File: config.mk
export PLATFORM = sky130hd
export DESIGN_NAME = jtkiwi_shr_arb
export DESIGN_NICKNAME = d
export VERILOG_FILES = /design/src/rtl/jtkiwi_shr_arb.sv
export SDC_FILE = /design/constraint.sdc
export NUM_CORES = 1
export LEC_CHECK = 0
export CELL_PAD_IN_SITES_DETAIL_PLACEMENT = 1
export CELL_PAD_IN_SITES_GLOBAL_PLACEMENT = 1
export CORE_MARGIN = 3
export CORE_UTILIZATION = 31
export DETAILED_ROUTE_END_ITERATION = 16
export PLACE_DENSITY = 0.82
export SLEW_MARGIN = 20
export SYNTH_ARGS = -nofsm -noshare
export SYNTH_HDL_FRONTEND = slang
export SYNTH_SLANG_ARGS = --single-unit
File: constraint.sdc
create_clock -name clk -period 1.8 [get_ports clk]
set_input_delay 0.54 -clock clk [delete_from_list [all_inputs] [get_ports clk]]
set_output_delay 0.54 -clock clk [all_outputs]
set_load 0.02 [all_outputs]
File: src/rtl/jtkiwi_shr_arb.sv
`default_nettype none
// ============================================================================
//  Module   : jtkiwi_shr_arb
//  Purpose  : Shares one synchronous 8 KB BRAM between the main and sub CPUs.
//             Round-robin on ties, one RAM access per chip-select assertion,
//             CPUs held off through active-low wait lines.
//  Revision : 1.0  initial release
// ============================================================================
module jtkiwi_shr_arb #(
    parameter int AW = 13,
    parameter int DW = 8
) (
    input  logic          clk,
    input  logic          rstn,
    input  logic          sub_en,
    input  logic          main_cs,
    input  logic          main_rnw,
    input  logic [AW-1:0] main_addr,
    input  logic [DW-1:0] main_din,
    output logic [DW-1:0] main_dout,
    output logic          main_wait_n,
    input  logic          sub_cs,
    input  logic          sub_rnw,
    input  logic [AW-1:0] sub_addr,
    input  logic [DW-1:0] sub_din,
    output logic [DW-1:0] sub_dout,
    output logic          sub_wait_n,
    output logic [AW-1:0] ram_addr,
    output logic [DW-1:0] ram_din,
    output logic          ram_we,
    input  logic [DW-1:0] ram_dout
);

    typedef enum logic [1:0] {
        ST_IDLE = 2'd0,
        ST_ACC  = 2'd1,
        ST_DATA = 2'd2
    } state_t;

    state_t        r_state;
    state_t        w_state_nxt;
    logic          w_load;

    logic          r_gnt_sub;   // CPU owning the access in flight
    logic          r_last_sub;  // most recent winner, loses the next tie
    logic          r_rd;        // access in flight is a read
    logic          r_done_m;
    logic          r_done_s;
    logic [AW-1:0] r_ram_addr;
    logic [DW-1:0] r_ram_din;
    logic          r_ram_we;
    logic [DW-1:0] r_main_dout;
    logic [DW-1:0] r_sub_dout;

    logic          w_pend_m;
    logic          w_pend_s;
    logic          w_cand_m;
    logic          w_cand_s;
    logic          w_win_sub;

    // A request is outstanding until its access completes; sub is masked by sub_en
    assign w_pend_m = main_cs & ~r_done_m;
    assign w_pend_s = sub_cs & ~r_done_s & sub_en;

    // Wait lines ignore sub_en so a disabled sub simply stalls
    assign main_wait_n = ~(main_cs & ~r_done_m);
    assign sub_wait_n  = ~(sub_cs & ~r_done_s);

    assign ram_addr  = r_ram_addr;
    assign ram_din   = r_ram_din;
    assign ram_we    = r_ram_we;
    assign main_dout = r_main_dout;
    assign sub_dout  = r_sub_dout;

    // Grant candidates: anyone in IDLE, only the other CPU while finishing in DATA
    always_comb begin
        w_cand_m = 1'b0;
        w_cand_s = 1'b0;
        if (r_state == ST_IDLE) begin
            w_cand_m = w_pend_m;
            w_cand_s = w_pend_s;
        end else if (r_state == ST_DATA) begin
            w_cand_m = w_pend_m & r_gnt_sub;
            w_cand_s = w_pend_s & ~r_gnt_sub;
        end
        w_win_sub = w_cand_s & (~w_cand_m | ~r_last_sub);
    end

    // Next-state logic; w_load marks an edge that starts a new access
    always_comb begin
        w_state_nxt = r_state;
        w_load      = 1'b0;
        case (r_state)
            ST_IDLE: begin
                if (w_cand_m | w_cand_s) begin
                    w_load      = 1'b1;
                    w_state_nxt = ST_ACC;
                end
            end
            ST_ACC: w_state_nxt = ST_DATA;
            ST_DATA: begin
                if (w_cand_m | w_cand_s) begin
                    w_load      = 1'b1;
                    w_state_nxt = ST_ACC;
                end else begin
                    w_state_nxt = ST_IDLE;
                end
            end
            default: w_state_nxt = ST_IDLE;
        endcase
    end

    // State register
    always_ff @(posedge clk or negedge rstn) begin
        if (!rstn) r_state <= ST_IDLE;
        else       r_state <= w_state_nxt;
    end

    // Grant capture, RAM port drive and read-data return
    always_ff @(posedge clk or negedge rstn) begin
        if (!rstn) begin
            r_gnt_sub   <= 1'b0;
            r_last_sub  <= 1'b1;
            r_rd        <= 1'b0;
            r_ram_addr  <= '0;
            r_ram_din   <= '0;
            r_ram_we    <= 1'b0;
            r_main_dout <= '0;
            r_sub_dout  <= '0;
        end else begin
            r_ram_we <= 1'b0;
            if (r_state == ST_DATA && r_rd) begin
                if (r_gnt_sub) r_sub_dout  <= ram_dout;
                else           r_main_dout <= ram_dout;
            end
            if (w_load) begin
                r_gnt_sub  <= w_win_sub;
                r_last_sub <= w_win_sub;
                r_rd       <= w_win_sub ? sub_rnw  : main_rnw;
                r_ram_we   <= w_win_sub ? ~sub_rnw : ~main_rnw;
                r_ram_addr <= w_win_sub ? sub_addr : main_addr;
                r_ram_din  <= w_win_sub ? sub_din  : main_din;
            end
        end
    end

    // Completion flags: set when the owner's access finishes, cleared whenever cs is low
    always_ff @(posedge clk or negedge rstn) begin
        if (!rstn) begin
            r_done_m <= 1'b0;
            r_done_s <= 1'b0;
        end else begin
            if (!main_cs)
                r_done_m <= 1'b0;
            else if (r_state == ST_DATA && !r_gnt_sub)
                r_done_m <= 1'b1;
            if (!sub_cs)
                r_done_s <= 1'b0;
            else if (r_state == ST_DATA && r_gnt_sub)
                r_done_s <= 1'b1;
        end
    end

endmodule
`default_nettype wire

==> impl_results.md <==
- Status: finished, final reports clean
- Initial Utilization: 0.327
- Vias after detailed routing: a little under 2000
- Mapped Area: 2130 um^2
- Vias in the first global route: between 2000 and 2500
- Synth top cells by count: a221oi_1 (44), dfrtp_1 (44), inv_1 (44), mux2_2 (16), clkbuf_1 (9)
- Die Area: 7890 um^2
- Top FF cell, synth: dfrtp_1
- Peak VDD IR: 567 uV
- Post-synth net total: 246
- Die W: 88.8 um
- Synthesis warning total: 0
- Synth Instances: about 190
- FF+latch area: about 1100 um^2
- Area growth syn-to-layout: 61.2%
- Final #Nets: 352
- TritonRoute pass-1 iters: 4
- Hold Path Class: in -> async
- DR iter-0 viols: 83
- Worst skew pair latency: 0.30 ns
- Async set or reset register ratio after synthesis: 1.00
- Die Ht: around 89 um
- Clock Path Buffers: 2
- Clock Pin Slew Worst Setup and Hold Paths: 0.09 ns
- Critical path arrival: 1.88 ns
- Core Area: ~6500 um^2
- Vias/cell: a little over 5
- Remaining Overflow, GRT: 0
- Tcrit/Tclk final: 0.945
- Area of the multi-input gates: between 800 and 900 um^2
- Worst reg2reg endpoint: ram_din[7]
- Largest net degree at the start of global routing: 24
- WL final: between 6000 and 7000 um
- Design Area, Final: 3430 um^2
- DP HPWL: around 4700 um
- R2R Path Start: r_gnt_sub
- WL/cell: 17.7 um
- Critical Path RT: 1.98 ns
- CP Max Fanout: 5
- Worst R2R Setup Slack: 0.16 ns
- Initial antenna violation count: 0
- Synth area leaders: dfrtp_1 (52%), a221oi_1 (18%), mux2_2 (8.5%)
- Power density cells: 1610 nW/um^2
- Placed cell area: 3300 um^2
- Inserted Clock Buffers: 5
- Routability cong.: 0.709
- CTS Sinks: 45
- Slew margin rel.: 0.742
- Flops & latches, synth: 45
- Port Buf Inserts: 96
- Final hold slack: between 0.2 and 0.25 ns
- DRC viols: 0
- Seq/Total Area, Yosys: 0.530
- Rows: 29
- Cell taking the most area after synthesis: dfrtp_1
- Setup-failing EPs final: 0
- Total GRT Usage: 0.174
- DRT antenna net count: 0
- Max cap viols: 0
- CTS HTree Levels: 2
- Worst-Margin Slew: 0.386 ns
- Count of final hold-check violations: 0
- Post-synthesis cell type count: 23
- RSZ-0062 raised after global routing: false
- Area fraction of the dominant cell type after synthesis: 0.518
- Static Leak: 0.00156 uW
- CTS tree: yes
- CP startpoint kind: input pin
- Fillers: roughly 730
- Critical path type: in -> reg
- F_max: 588 MHz
- Number of diodes: 0
- CTS Root Cell: clkbuf_8
- Minimum clock period: 1.70 ns
- Syn Area/Cell: 11.2 um^2
- EDFF count, synth: 0
- Clock skew: slightly above 0.006 ns
- First-pass GRT wire length: 10500 um
- Max Slew Vio Count: 0
- # IOs: 97
- Crit path capture type: flop
- Worst-case reg-to-reg path depth: 4
- Share of cells above drive strength 1: 0.179
-- critical path, stage by stage --
cell and delay [ns]:
dlygate4sd2_1 0.25, nor4bb_4 0.16, buf_4 0.16, a2111oi_4 0.45
buf_4 0.22, a221oi_1 0.08
-- layout make-up --
type / instances / share of cell area
clock buffer: 5 / 0.0201
clock inverter: 3 / 0.0201
inverter: 44 / 0.0482
multi-input combinational: 85 / 0.238
sequential: 45 / 0.329
tap: 77 / 0.0281
timing repair buffer: 114 / 0.316
-- logic make-up (layout without fill, tap and decap cells) --
family | count (synthesis) | in the layout | synth area share
and+or+nand+nor | 15 | 15 | 0.0494
muxes | 16 | 16 | 0.0848
buffers and inverters | 59 | 166 | 0.108
AOI/OAI and AO/OA | 54 | 54 | 0.228
DFF | 45 | 45 | 0.530
-- flip-flops by register name (all words and copies together), names as in the netlist --
name and flops:
main_dout 8, r_done_m 1, r_done_s 1, r_gnt_sub 1, r_last_sub 1, r_rd 1
r_state 2, ram_addr 13, ram_din 8, ram_we 1, sub_dout 8
-- power breakdown --
part	leakage [uW]	total (uW)	internal [uW]	switching [uW]
registers	0.000517	1830	1510	323
clock network	0.0000687	926	559	367
logic	0.000971	2740	1270	1470
total	0.00156	5500	3340	2160
-- routing by layer --
| layer | routed length [um] | share of wire | track usage |
|---|---|---|---|
| met2 | 3510 | 0.53 | 0.310 |
| met5 | 0 | 0 | 0 |
| met4 | 44 | 0.0067 | 0.0357 |
| met1 | 2580 | 0.39 | 0.203 |
| met3 | 459 | 0.070 | 0.0587 |
-- repair_timing --
action / 4_1_cts / 5_1_grt
hold endpoints to repair: 0 / 0
gates cloned: 1 / 0
setup buffers: 1 / 0
hold buffers: 0 / 0
gates resized for setup: 53 / 2
endpoints found under the setup margin: 63 / 12
pin swaps: 4 / 0
-- through the flow --
stage | power (uW) | TNS, ns | util | instances | setup WS [ns]
final | 5500 | 0 | 0.527 | 373 | 0.0992
after global routing | 5890 | 0 | 0.527 | 373 | 0.00625
after CTS | 5560 | 0 | 0.527 | 373 | 0.0635
after detailed placement | 4880 | -11.66 | 0.509 | 363 | -0.490
after global placement | 4790 | -11.10 | 0.509 | 363 | -0.460
after floorplan | 3350 | 0 | - | 189 | 0.156
-- layout by cell type, fill, tap and decap left out, types with 2 or more instances in the layout --
cell	Yosys	layout
a221oi_1	44	42
mux2_2	16	16
clkbuf_8	0	5
clkdlybuf4s50_1	0	52
nor2b_1	2	2
inv_1	44	44
buf_6	0	2
a221oi_2	0	2
bufinv_16	0	2
buf_4	0	13
nand2b_1	3	3
buf_12	0	3
and2_1	2	2
dlygate4sd2_1	0	41
o21ai_0	2	2
o21a_1	2	2
a22o_1	2	2
nand2_1	3	3
dfrtp_1	44	43
-- how the worst max path moves through the flow --
stage	start	to	slack, ns	cells after the start
2_1_floorplan	sub_cs	ram_addr[0]	0.16	5
3_3_place_gp	sub_cs	ram_addr[12]	-0.46	5
3_5_place_dp	sub_cs	ram_din[7]	-0.49	5
4_1_cts	r_state[0]	sub_dout[6]	0.06	4
5_1_grt	main_cs	ram_din[7]	0.006	6
6_report	sub_en	ram_addr[4]	0.1	6
Power figures use the tool's default switching activity.
==> patch (same settings) <==
Set the parameter `AW` to 15 (it was 13).
--- a/src/rtl/jtkiwi_shr_arb.sv
+++ b/src/rtl/jtkiwi_shr_arb.sv
@@ -8,5 +8,5 @@
 // ============================================================================
 module jtkiwi_shr_arb #(
-    parameter int AW = 13,
+    parameter int AW = 15,
     parameter int DW = 8
 ) (
Interface: changed (resized main_addr, ram_addr and sub_addr); port bits go from 97 to 103. The function was not compared with the original's and may differ.
==> patch against the unedited design <==
Clock skew is 0.0033 ns lower. Largest power group unchanged. Wire length is 12% higher. Synthesized area is 5.1% higher. Critical path type unchanged. Final area is 8.7% higher. Sequential cell count is 2 higher. Total power is 4.8% higher. Worst setup slack worse by 0.026 ns. Largest cell class is now non-clock buffers. Count of clock-buffer cells in the layout stayed put.
==> patch: results (changes against the unedited design) <==
stage,metric,value,unit,change
yosys,yosys_warnings,0,,unchanged
yosys,synth.top_cells.by_area,"dfrtp_1 (52%), a221oi_1 (19%), inv_1 (8.1%)",,
power_and_ir_drop,p_leak,1.691,nW,+8.6%
global_route,met2_usage,0.3230,,+0.01332
yosys,ys_types,26,,+13%
yosys,synthTopCellsByCount,"a221oi_1 (48), inv_1 (48), dfrtp_1 (46)",,
power_and_ir_drop,p_clk_frac,0.116,,-0.052
global_route,grt_pass1_wl,11.77,mm,+12%
power_and_ir_drop,switching_power,0.002383,W,+10%
drt,first_iter_violations,66,,-20%
finish,nNetsFinal,378,,+7.4%
finish,layout-drive-gt1-share,0.2075,,+0.02849
place,dpl.hpwl,5.180,mm,+9.6%
status,status,"finished, final reports clean",,
global_route,met1_usage,0.2097,,+0.007115
drt,wirelength,7.374,mm,+12%
place,dp.cells,398,,+9.6%
place,place.gp.congestion,0.7338,,+3.5%
global_route,grt_max_degree,26,,+8.3%
setup_path,critical_path_arrival,1.91,ns,+0.03 ns
yosys,syn_inst,199,,+5.3%
power_and_ir_drop,p_per_area,1549,mW/mm²,-3.6%
finish,largest_reg_flops,15,,+2
timing,slew_headroom,0.7284,,-0.01402
global_route,grt_pass1_vias,2280,,+9.9%
power_and_ir_drop,pwr-share-seq,0.331,,-0.002
yosys,ys_seq_area_frac,0.5272,,-0.003141
drt,wl_per_cell,17.81,µm,+0.74%
yosys,synth_nets,260,,+5.7%
global_route,grt_use_met3,0.05417,,-0.004493
timing,fin_skew,0.002914,ns,-0.003316 ns
place,io_buffers,102,,+6.3%
global_route,grtUsageTotal,0.1782,,+0.004378
power_and_ir_drop,vdd.ir_drop.worst,0.6439,mV,+14%
patch: cell types whose count changed in the layout (fill, tap and decap cells not counted), sizes merged, moves of 2 or more:
cell / before / now
clkinv: 0 / 2
bufinv: 2 / 0
buf: 19 / 26
a221oi: 44 / 48
inv: 45 / 48
clkdlybuf4s50: 52 / 56
dfrtp: 44 / 46
patch: layer usage:
metal / part of all wire / vias to the layer above
met5: 0 / -
met4: 0.0060 / 0
met3: 0.071 / 5
met2: 0.52 / 83
met1: 0.40 / 1036
li1: - / 961
patch: layout make-up:
type                    count  area, µm²
fillers                   794       3183
repair buffers            126       1257
flip-flops and latches     47       1177
multi-input cells          89      894.6
inverters                  48      180.2
well taps                  96      120.1
clock buffers               5      68.82
clock inverters             3      25.02
patch: cells by family after synthesis:
group           after synthesis  synth area share
flops                        47            0.5272
compound gates               58            0.2325
buf+inv                      63            0.1115
mux                          16           0.08067
simple gates                 15           0.04818
patch: path summary, 6_finish.rpt:
check / cells after the start / slack (ns) / startpoint / endpoint
hold reg to reg: 1 / 0.51 / sub_dout[5] / sub_dout[5]
max in group asynchronous: 2 / 1.14 / rstn / ram_din[1]
setup reg to reg: 5 / 0.08 / r_state[0] / ram_addr[4]
setup / recovery: 6 / 0.07 / sub_en / ram_addr[4]
min in group clk: 1 / 0.51 / sub_dout[5] / sub_dout[5]
hold / removal: 1 / 0.15 / rstn / r_done_m
patch: what timing repair did:
action,4_1_cts,5_1_grt
hold endpoints to repair,0,0
gates cloned,3,0
pin swaps,3,0
buffers inserted,4,1
resized for setup,63,3
setup endpoints to repair,68,10
patch: critical path, cell delays in order:
cell	delay [ns]
dlygate4sd2_1	0.26
and4bb_2	0.27
a2111oi_4	0.41
buf_4	0.20
buf_12	0.13
a221oi_1	0.08
